===== config.mk =====
export PLATFORM = sky130hd
export DESIGN_NAME = wb_result_broadcast
export DESIGN_NICKNAME = d
export VERILOG_FILES = /design/src/rtl/wb_result_broadcast.sv
export SDC_FILE = /design/constraint.sdc
export NUM_CORES = 1
export LEC_CHECK = 0
export BUFFER_PORTS_ARGS = -buffer_cell sky130_fd_sc_hd__buf_2
export CAP_MARGIN = 20
export CELL_PAD_IN_SITES_DETAIL_PLACEMENT = 1
export CELL_PAD_IN_SITES_GLOBAL_PLACEMENT = 1
export CORE_ASPECT_RATIO = 1.75
export CORE_MARGIN = 2
export CORE_UTILIZATION = 38
export DETAILED_ROUTE_END_ITERATION = 6
export GPL_TIMING_DRIVEN = 0
export PLACE_DENSITY = 0.82
export SETUP_SLACK_MARGIN = 0.05
export SLEW_MARGIN = 20
export SYNTH_ARGS = -nofsm -noshare
export SYNTH_HDL_FRONTEND = slang
export SYNTH_SLANG_ARGS = --single-unit

===== constraint.sdc =====
create_clock -name clk -period 5.71 [get_ports clk]
set_input_delay 1.142 -clock clk [delete_from_list [all_inputs] [get_ports clk]]
set_output_delay 1.142 -clock clk [all_outputs]
set_load 0.03 [all_outputs]

===== src/rtl/wb_result_broadcast.sv =====
// Writeback result broadcaster: per-unit hold registers for ALU/SFU/AGU completions,
// rotating grant of up to WB_PORTS units per cycle onto registered tag/data buses.
module wb_result_broadcast #(
  parameter int                TAG_W    = 6,
  parameter int                DATA_W   = 32,
  parameter int                WB_PORTS = 2,
  parameter logic [TAG_W-1:0]  NULL_TAG = {TAG_W{1'b1}}
) (
  input  logic              clk,
  input  logic              rst,
  input  logic              flush,
  input  logic              alu_valid_ex,
  input  logic [TAG_W-1:0]  alu_rob_num_ex,
  input  logic [DATA_W-1:0] alu_result_ex,
  input  logic              alu_has_rd_ex,
  output logic              alu_ready_ex,
  output logic [TAG_W-1:0]  alu_rob_num_wb,
  output logic [DATA_W-1:0] alu_result_wb,
  output logic              alu_valid_wb,
  input  logic              sfu_valid_ex,
  input  logic [TAG_W-1:0]  sfu_rob_num_ex,
  input  logic [DATA_W-1:0] sfu_result_ex,
  input  logic              sfu_has_rd_ex,
  output logic              sfu_ready_ex,
  output logic [TAG_W-1:0]  sfu_rob_num_wb,
  output logic [DATA_W-1:0] sfu_result_wb,
  output logic              sfu_valid_wb,
  input  logic              agu_valid_ex,
  input  logic [TAG_W-1:0]  agu_rob_num_ex,
  input  logic [DATA_W-1:0] agu_result_ex,
  input  logic              agu_has_rd_ex,
  output logic              agu_ready_ex,
  output logic [TAG_W-1:0]  agu_rob_num_wb,
  output logic [DATA_W-1:0] agu_result_wb,
  output logic              agu_valid_wb
);

  localparam int         NU    = 3;
  localparam logic [1:0] U_ALU = 2'd0;

  // Handshake: a completion is taken at the edge where valid_ex && ready_ex.
  // ready_ex depends only on hold state, grant and flush, never on valid_ex.
  logic [NU-1:0]     in_valid, in_has_rd, ready, grant;
  logic [NU-1:0]     hold_valid, hold_rd, wb_valid;
  logic [TAG_W-1:0]  in_tag[NU], hold_tag[NU], wb_tag[NU];
  logic [DATA_W-1:0] in_data[NU], hold_data[NU], wb_data[NU];
  logic [1:0]        rr_ptr, first_denied, idx;
  logic [2:0]        scan, gcnt;
  logic              denied_any, tags_unique;

  assign in_valid  = {agu_valid_ex, sfu_valid_ex, alu_valid_ex};
  assign in_has_rd = {agu_has_rd_ex, sfu_has_rd_ex, alu_has_rd_ex};
  assign in_tag[0] = alu_rob_num_ex;
  assign in_tag[1] = sfu_rob_num_ex;
  assign in_tag[2] = agu_rob_num_ex;
  assign in_data[0] = alu_result_ex;
  assign in_data[1] = sfu_result_ex;
  assign in_data[2] = agu_result_ex;

  // Rotating scan from rr_ptr; the first valid hold beyond the port budget becomes next rr_ptr.
  always_comb begin
    grant        = '0;
    denied_any   = 1'b0;
    first_denied = rr_ptr;
    gcnt         = '0;
    scan         = '0;
    idx          = '0;
    for (int i = 0; i < NU; i++) begin
      scan = {1'b0, rr_ptr} + 3'(i);
      if (scan >= 3'(NU)) scan = scan - 3'(NU);
      idx = scan[1:0];
      if (hold_valid[idx]) begin
        if (gcnt < 3'(WB_PORTS)) begin
          grant[idx] = 1'b1;
          gcnt       = gcnt + 3'd1;
        end else if (!denied_any) begin
          denied_any   = 1'b1;
          first_denied = idx;
        end
      end
    end
  end

  assign ready = flush ? {NU{1'b1}} : (~hold_valid | grant);

  always_ff @(posedge clk or posedge rst) begin
    if (rst) begin
      hold_valid <= '0;
      hold_rd    <= '0;
      wb_valid   <= '0;
      rr_ptr     <= U_ALU;
      for (int u = 0; u < NU; u++) begin
        wb_tag[u]  <= NULL_TAG;
        wb_data[u] <= '0;
      end
    end else if (flush) begin
      hold_valid <= '0;
      wb_valid   <= '0;
      rr_ptr     <= U_ALU;
      for (int u = 0; u < NU; u++) wb_tag[u] <= NULL_TAG;
    end else begin
      for (int u = 0; u < NU; u++) begin
        wb_valid[u] <= grant[u];
        if (grant[u]) begin
          wb_data[u] <= hold_data[u];
          wb_tag[u]  <= hold_rd[u] ? hold_tag[u] : NULL_TAG;
        end else begin
          wb_tag[u] <= NULL_TAG;
        end
        if (in_valid[u] && ready[u]) begin
          hold_valid[u] <= 1'b1;
          hold_rd[u]    <= in_has_rd[u];
        end else if (grant[u]) begin
          hold_valid[u] <= 1'b0;
        end
      end
      if (denied_any) rr_ptr <= first_denied;
    end
  end

  // Payload needs no reset: it is only observed while hold_valid is set.
  always_ff @(posedge clk) begin
    for (int u = 0; u < NU; u++) begin
      if (!flush && in_valid[u] && ready[u]) begin
        hold_tag[u]  <= in_tag[u];
        hold_data[u] <= in_data[u];
      end
    end
  end

  assign tags_unique =
    !((wb_tag[0] != NULL_TAG && wb_tag[0] == wb_tag[1]) ||
      (wb_tag[0] != NULL_TAG && wb_tag[0] == wb_tag[2]) ||
      (wb_tag[1] != NULL_TAG && wb_tag[1] == wb_tag[2]));

  always @(posedge clk) begin
    if (!rst) begin
      assert (tags_unique)
        else $error("wb_result_broadcast: duplicate tag on writeback buses %0h %0h %0h",
                    wb_tag[0], wb_tag[1], wb_tag[2]);
    end
  end

  assign alu_ready_ex   = ready[0];
  assign sfu_ready_ex   = ready[1];
  assign agu_ready_ex   = ready[2];
  assign alu_valid_wb   = wb_valid[0];
  assign sfu_valid_wb   = wb_valid[1];
  assign agu_valid_wb   = wb_valid[2];
  assign alu_rob_num_wb = wb_tag[0];
  assign sfu_rob_num_wb = wb_tag[1];
  assign agu_rob_num_wb = wb_tag[2];
  assign alu_result_wb  = wb_data[0];
  assign sfu_result_wb  = wb_data[1];
  assign agu_result_wb  = wb_data[2];

endmodule


==> results of run 1 <==
==> cell usage after synthesis <==
master / count
edfxtp_1: 114
dfrtp_1: 107
mux2_2: 95
dfstp_2: 18
nand3b_1: 15
inv_1: 8
buf_4: 6
nand2_1: 6
or3_1: 6
buf_2: 5
mux2i_1: 5
nor2_1: 5
ha_1: 4
o21ai_0: 4
mux2_4: 3
nor2b_1: 3
o21a_1: 3
a31oi_1: 2
buf_6: 2
nand3_1: 2
a21oi_2: 1
a22o_1: 1
a22oi_1: 1
a311oi_1: 1
a41oi_1: 1
and2_0: 1
clkbuf_1: 1
mux2_1: 1
nand4_1: 1
o211a_1: 1
o211ai_1: 1
o21ai_1: 1
o221ai_1: 1
o22ai_1: 1
==> area by class of cell <==
cell class | instances | area, sq um
Clock buffer | 34 | 636.9
Clock inverter | 6 | 53.80
Buffer | 14 | 96.34
Sequential cell | 239 | 6574
Multi-Input combinational cell | 166 | 1630
Timing Repair Buffer | 248 | 1346
Fill cell | 2146 | 10750
Inverter | 8 | 37.54
Tap cell | 292 | 365.4
Antenna cell | 4 | 10.01
==> logic make-up (layout without fill, tap and decap cells) <==
family                   Yosys count  count (layout)  share of synthesized area
buffers and inverters             22             310                    0.01523
adder cells (fa/ha/maj)            4               4                   0.006034
multiplexers                     104             104                     0.1418
AO/OA/AOI/OAI                     19              19                    0.01629
flip-flops                       239             239                     0.7926
other                              0               4                          0
AND/OR/NAND/NOR                   39              39                    0.02806
==> per-layer routing <==
layer	global-route usage	vias up	share of wire
met1	0.1624	2314	0.33
li1	-	2119	-
met4	0.04938	2	0.027
met2	0.3160	208	0.55
met5	0	-	0.00068
met3	0.05156	42	0.085
==> flip-flops by register name, indices dropped and copies added (netlist names) <==
signal and count:
hold_valid 3, hold_rd 3, wb_valid 3, hold_data 96, alu_result_wb 32, sfu_rob_num_wb 6
agu_result_wb 32, sfu_result_wb 32, alu_rob_num_wb 6, rr_ptr 2, agu_rob_num_wb 6, hold_tag 18
==> path summary, 6_finish.rpt <==
path	end	cells after the start	slack, ps
setup / recovery	alu_ready_ex	9	1530
hold reg to reg	alu_rob_num_wb[3]	1	430
min in group asynchronous	alu_result_wb[28]	2	660
hold / removal	alu_rob_num_wb[3]	1	430
max in group asynchronous	sfu_rob_num_wb[1]	3	4310
setup reg to reg	hold_data[0][0]	9	2710
==> per-stage QoR <==
stage	setup TNS (ps)	hold WS, ps	instances
global placement	-101480	416.5	960
floorplan	0	413.3	427
CTS	0	437.5	1007
finish	0	434.7	1011
global route	0	450.8	1008
detailed placement	0	422.6	967
==> worst max-delay path: cells and delay by family (launching register included) <==
kind / cells / cell delay, ps
adder cells (fa/ha/maj): 1 / 280
AND/OR/NAND/NOR: 2 / 510
flip-flops: 1 / 390
buffers and inverters: 3 / 430
multiplexers: 1 / 260
AO/OA/AOI/OAI: 2 / 670
==> report_power, final <==
group | total, W | switching [W] | internal (W)
sequential | 0.00215 | 0.000108 | 0.00204
combinational | 0.000940 | 0.000615 | 0.000325
clock | 0.00142 | 0.000605 | 0.000814
total | 0.00451 | 0.00133 | 0.00318
==> layout by cell type, fill, tap and decap left out, types with 2 or more instances in the layout <==
master / synthesis / routed
o21ai_0: 4 / 4
mux2i_1: 5 / 5
nor2_1: 5 / 5
clkbuf_1: 1 / 10
buf_6: 2 / 4
edfxtp_1: 114 / 114
nand3b_1: 15 / 15
o21a_1: 3 / 3
nand3_1: 2 / 2
buf_4: 6 / 6
clkbuf_16: 0 / 23
dfrtp_1: 107 / 107
buf_16: 0 / 3
clkbuf_8: 0 / 2
nand2_1: 6 / 6
buf_2: 5 / 246
inv_1: 8 / 6
ha_1: 4 / 4
or3_1: 6 / 6
nor2b_1: 3 / 3
dfstp_2: 18 / 18
mux2_2: 95 / 95
clkinv_2: 0 / 4
diode_2: 0 / 4
mux2_4: 3 / 3
a31oi_1: 2 / 2
==> metrics.cfg, run 1 <==
[status]
status=finished clean

[min_path]
hold_path_startpoint=hold_tag[0][3]
hold_path_class=flip-flop to flip-flop

[cells_and_area]
syn_to_final_growth_pct=29.61
final_layout_size_suffix_gt1_frac=0.5762
finish.utilization=0.5001
finalNetCount=826
fin_area_sq_mm=0.01075

[clock_network]
clk_pin_slew_worst_paths_ps=60
clkSinkCount=239
numCtsBuffers=22
ctsRootBufferMaster=clkbuf_16
cts_tree=done
cts_resized=0
clock_latency_ps=500
clock_path_buffers=3
cts_setup_buffers=0
cts_max_level=1
hold_buffers=0

[timing]
grt_setup_unrepaired=false
slew_headroom=0.6073
tightest_slew_ps=582.9
fmax_mhz=239.3
setup_slack_ps=1532
clock_skew_ps=9.503
period_share=0.7318
maxSlewViolCount=0
finalHoldViolCount=0
period_needed_ps=4178
setup_viol=0

[power_and_ir_drop]
peakVddDrop_mv=0.2874
p_total_w=0.004509
p_leak_nw=4.512
p_per_area_mw_per_mm2=419.5

[grt]
first_global_vias=5310
gr-total-overflow=0
grt_max_degree=65
grt_use_total=0.1635
antenna_found_initial=5
grt_pass1_wl_um=28870

[die]
die_y_um=199.4
ios=243
die_area_sq_mm=0.02307
rows=71
initial_core_util=0.3858
dieWidth_um=115.7
core_area_sq_mm=0.02150

[worst_setup_path]
required_ps=4570
start_kind=flip-flop
path_cells=inv_1 > ha_1 > buf_4 > mux2i_1 > o21ai_0 > a22oi_1 > and2_0 > nand3_1 > buf_2
crit_start=rr_ptr[0]
arrival_ps=3040
critPathSlowestCell=a22oi_1
cpPeakStageDelay_ps=500
path_max_fanout=8
worstReg2RegStart=rr_ptr[0]
path_class=flip-flop to primary output
crit_path_end_kind=primary output

[drt]
avgRoutedWirePerCell_um=18.83
num_vias=4685
drt-total-wl_um=19040
drt-pass1-iter-count=4
avgViaCountPerCell=4.634
drtAntennaViolNets=0
drcViolationCount=0
first_iter_violations=133

[place]
port_buffers=241
gp_congestion=0.7642
dpl_cell_area_sq_mm=0.01005
dp_slack_ps=2037
hpwlAfterDp_um=13900

[logic_synthesis]
syn_nets=554
yosys_warnings=0
syn_area_sq_mm=0.008294
yosysSeqAreaShare=0.7926
synth_top_area_share=0.4127
synth_top_area_cell=edfxtp_1
yosys.cell_types.count=34
synthCells=427
syn_area_per_cell_sq_um=19.42
ys_ff_latch=239
synth.area.top_cells=edfxtp_1, dfrtp_1, mux2_2, dfstp_2, nand3b_1

[flow_run]
maxCapViolations=0

(Power assumes the default switching activity.)
==> run 2, diff against run 1 <==
==> constraint.sdc (replaced) <==
create_clock -name clk -period 3.39 [get_ports clk]
set_input_delay 0.678 -clock clk [delete_from_list [all_inputs] [get_ports clk]]
set_output_delay 0.678 -clock clk [all_outputs]
set_load 0.03 [all_outputs]
==> run 2 against run 1 <==
Compared with the run above: die area is the same; cell count grew 0.69%; routed wire length shrank 1.7%; flip-flop and latch count did not move; global-route usage down 0.22 points; first-iteration DRC count increased by 13%; via count is the same; non-clock buffer count is 9 higher.
==> metrics.cfg, run 2 (synthesized netlist as in run 1, its figures left out) <==
[status]
status=finished clean

[timing]
setup_viol=0  ; unchanged
setup_slack_ps=157.0  ; -1375 ps
grt_setup_unrepaired=false
finalHoldViolCount=0  ; unchanged
fin_tns_setup_ps=0  ; unchanged
maxSlewViolCount=0  ; unchanged
fmax_mhz=309.3
clock_skew_ps=14.47  ; +4.970 ps
period_needed_ps=3233
period_share=0.9537
slew_headroom=0.5234  ; -0.08392
tightest_slew_ps=713.4  ; +130.5 ps

[power_and_ir_drop]
p_per_area_mw_per_mm2=708.3  ; +69%
pwr-share-comb=0.207  ; about the same
internal_power_w=0.005501  ; +73%
p_leak_nw=4.582  ; +1.5%
seqPwrFrac=0.469  ; -0.008
power.share.switching=0.2875  ; -0.007051
switchingPower_w=0.002220  ; +67%
p_clk_frac=0.324  ; +0.009
peakVddDrop_mv=0.4320  ; +50%

[min_path]
hold_path_class=input port to asynchronous set/reset pin

[place]
hpwlAfterDp_um=13700  ; -1.4%
port_buffers=241  ; unchanged
dp_slack_ps=265.9  ; -1771 ps
gp_congestion=0.7487  ; -2.0%
place_inst=970  ; +0.31%
dpl_cell_area_sq_mm=0.01011  ; +0.60%

[clock_network]
cts_tree=done
clock_path_buffers=3  ; unchanged
clkSinkCount=239  ; unchanged
clock_latency_ps=500  ; about the same
clk_pin_slew_worst_paths_ps=70  ; about the same
ctsRootBufferMaster=clkbuf_16
cts_max_level=1  ; unchanged
numCtsBuffers=22  ; unchanged

[worst_setup_path]
arrival_ps=2550  ; -490 ps
worstReg2RegStart=rr_ptr[0]
crit_start=rr_ptr[0]
path_max_fanout=8  ; unchanged
start_kind=flip-flop
required_ps=2710  ; -1860 ps
path_class=flip-flop to primary output
crit_path_end_kind=primary output

[die]
die_area_sq_mm=0.02307  ; unchanged
core_area_sq_mm=0.02150  ; unchanged
rows=71  ; unchanged
dieWidth_um=115.7  ; unchanged
initial_core_util=0.3858  ; unchanged
ios=243  ; unchanged
die_y_um=199.4  ; unchanged

[cells_and_area]
max_flop_register=hold_data
syn_to_final_growth_pct=31.42
nFillCells=2150  ; +0.19%
layout_common_cells=buf_2, edfxtp_1, dfrtp_1, mux2_2, clkbuf_16
finalNetCount=835  ; +1.1%
final_layout_size_suffix_gt1_frac=0.5843  ; +0.008030
final_common_cell=buf_2
fin_cells=1018  ; +0.69%
largest_reg_flops=96  ; unchanged
fin_area_sq_mm=0.01090  ; +1.4%

[drt]
drcViolationCount=0  ; unchanged
num_vias=4685  ; unchanged
drt-pass1-iter-count=4  ; unchanged
avgRoutedWirePerCell_um=18.38  ; -2.4%
first_iter_violations=150  ; +13%
avgViaCountPerCell=4.602  ; -0.69%
drt-total-wl_um=18720  ; -1.7%
drtAntennaViolNets=0  ; unchanged

[grt]
grt_use_total=0.1613  ; -0.002227
antenna_found_initial=2  ; -3
first_global_vias=5386  ; +1.4%
grt_pass1_wl_um=28740  ; -0.45%
gr-total-overflow=0  ; unchanged
grt_max_degree=33  ; -49%

[flow_run]
maxCapViolations=0  ; unchanged

-- run 2: power by group through the flow --
stage	sequential [W]	combinational, W	clock, W
CTS	0.00363	0.00162	0.00258
global route	0.00367	0.00169	0.00267
floorplan	0.00428	0.000402	0
global placement	0.00365	0.00154	0
finish	0.00362	0.00160	0.00250
detailed placement	0.00367	0.00161	0
-- run 2: worst paths after layout --
check / to / slack (ps) / cells after the start
max in group asynchronous: alu_result_wb[27] / 2130 / 5
min: agu_result_wb[17] / 290 / 2
max: alu_ready_ex / 160 / 9
min reg2reg: alu_rob_num_wb[0] / 430 / 1
min in group clk: hold_data[2][10] / 350 / 1
max reg2reg: hold_data[0][16] / 310 / 12
-- run 2: area by class of cell --
class | count | area (sq um) | share of cell area
diodes | 2 | 5.005 | 0.0004591
inverters | 8 | 33.78 | 0.003099
well taps | 292 | 365.4 | 0.03352
clock buffers | 34 | 626.9 | 0.05751
multi-input cells | 166 | 1640 | 0.1505
repair buffers | 257 | 1455 | 0.1335
plain buffers | 14 | 96.34 | 0.008838
flip-flops and latches | 239 | 6574 | 0.6031
clock inverters | 6 | 103.9 | 0.009527
-- run 2: timing repair --
item                                    in CTS  in global routing
hold buffers                                 0                  0
pin swaps                                    2                  2
gates resized for setup                      3                  4
buffers inserted                             3                  3
endpoints found under the setup margin       1                  3
-- run 2: metrics by stage --
step                power, W    util  hold slack (ps)
global route        0.008044  0.5070            314.6
global placement    0.005189  0.4602            417.0
detailed placement  0.005285  0.4703            423.1
floorplan           0.004684       -            413.3
finish              0.007721  0.5070            288.3
CTS                 0.007832  0.5055            292.0
-- run 2: worst max-delay path, cell delays in order (launching register included) --
cell      delay [ps]
dfrtp_1          400
inv_1             80
ha_1             290
buf_4            170
mux2i_1          140
o21a_1           220
o211ai_1         290
and2_4           210
nand3_1           70
buf_2            200
-- run 2: routing by layer --
metal / share of wire / vias to the layer above / GRT usage
met5: 0 / - / 0
met4: 0.031 / 0 / 0.05864
met3: 0.069 / 39 / 0.03761
met2: 0.57 / 176 / 0.3154
met1: 0.33 / 2346 / 0.1611
li1: - / 2124 / -
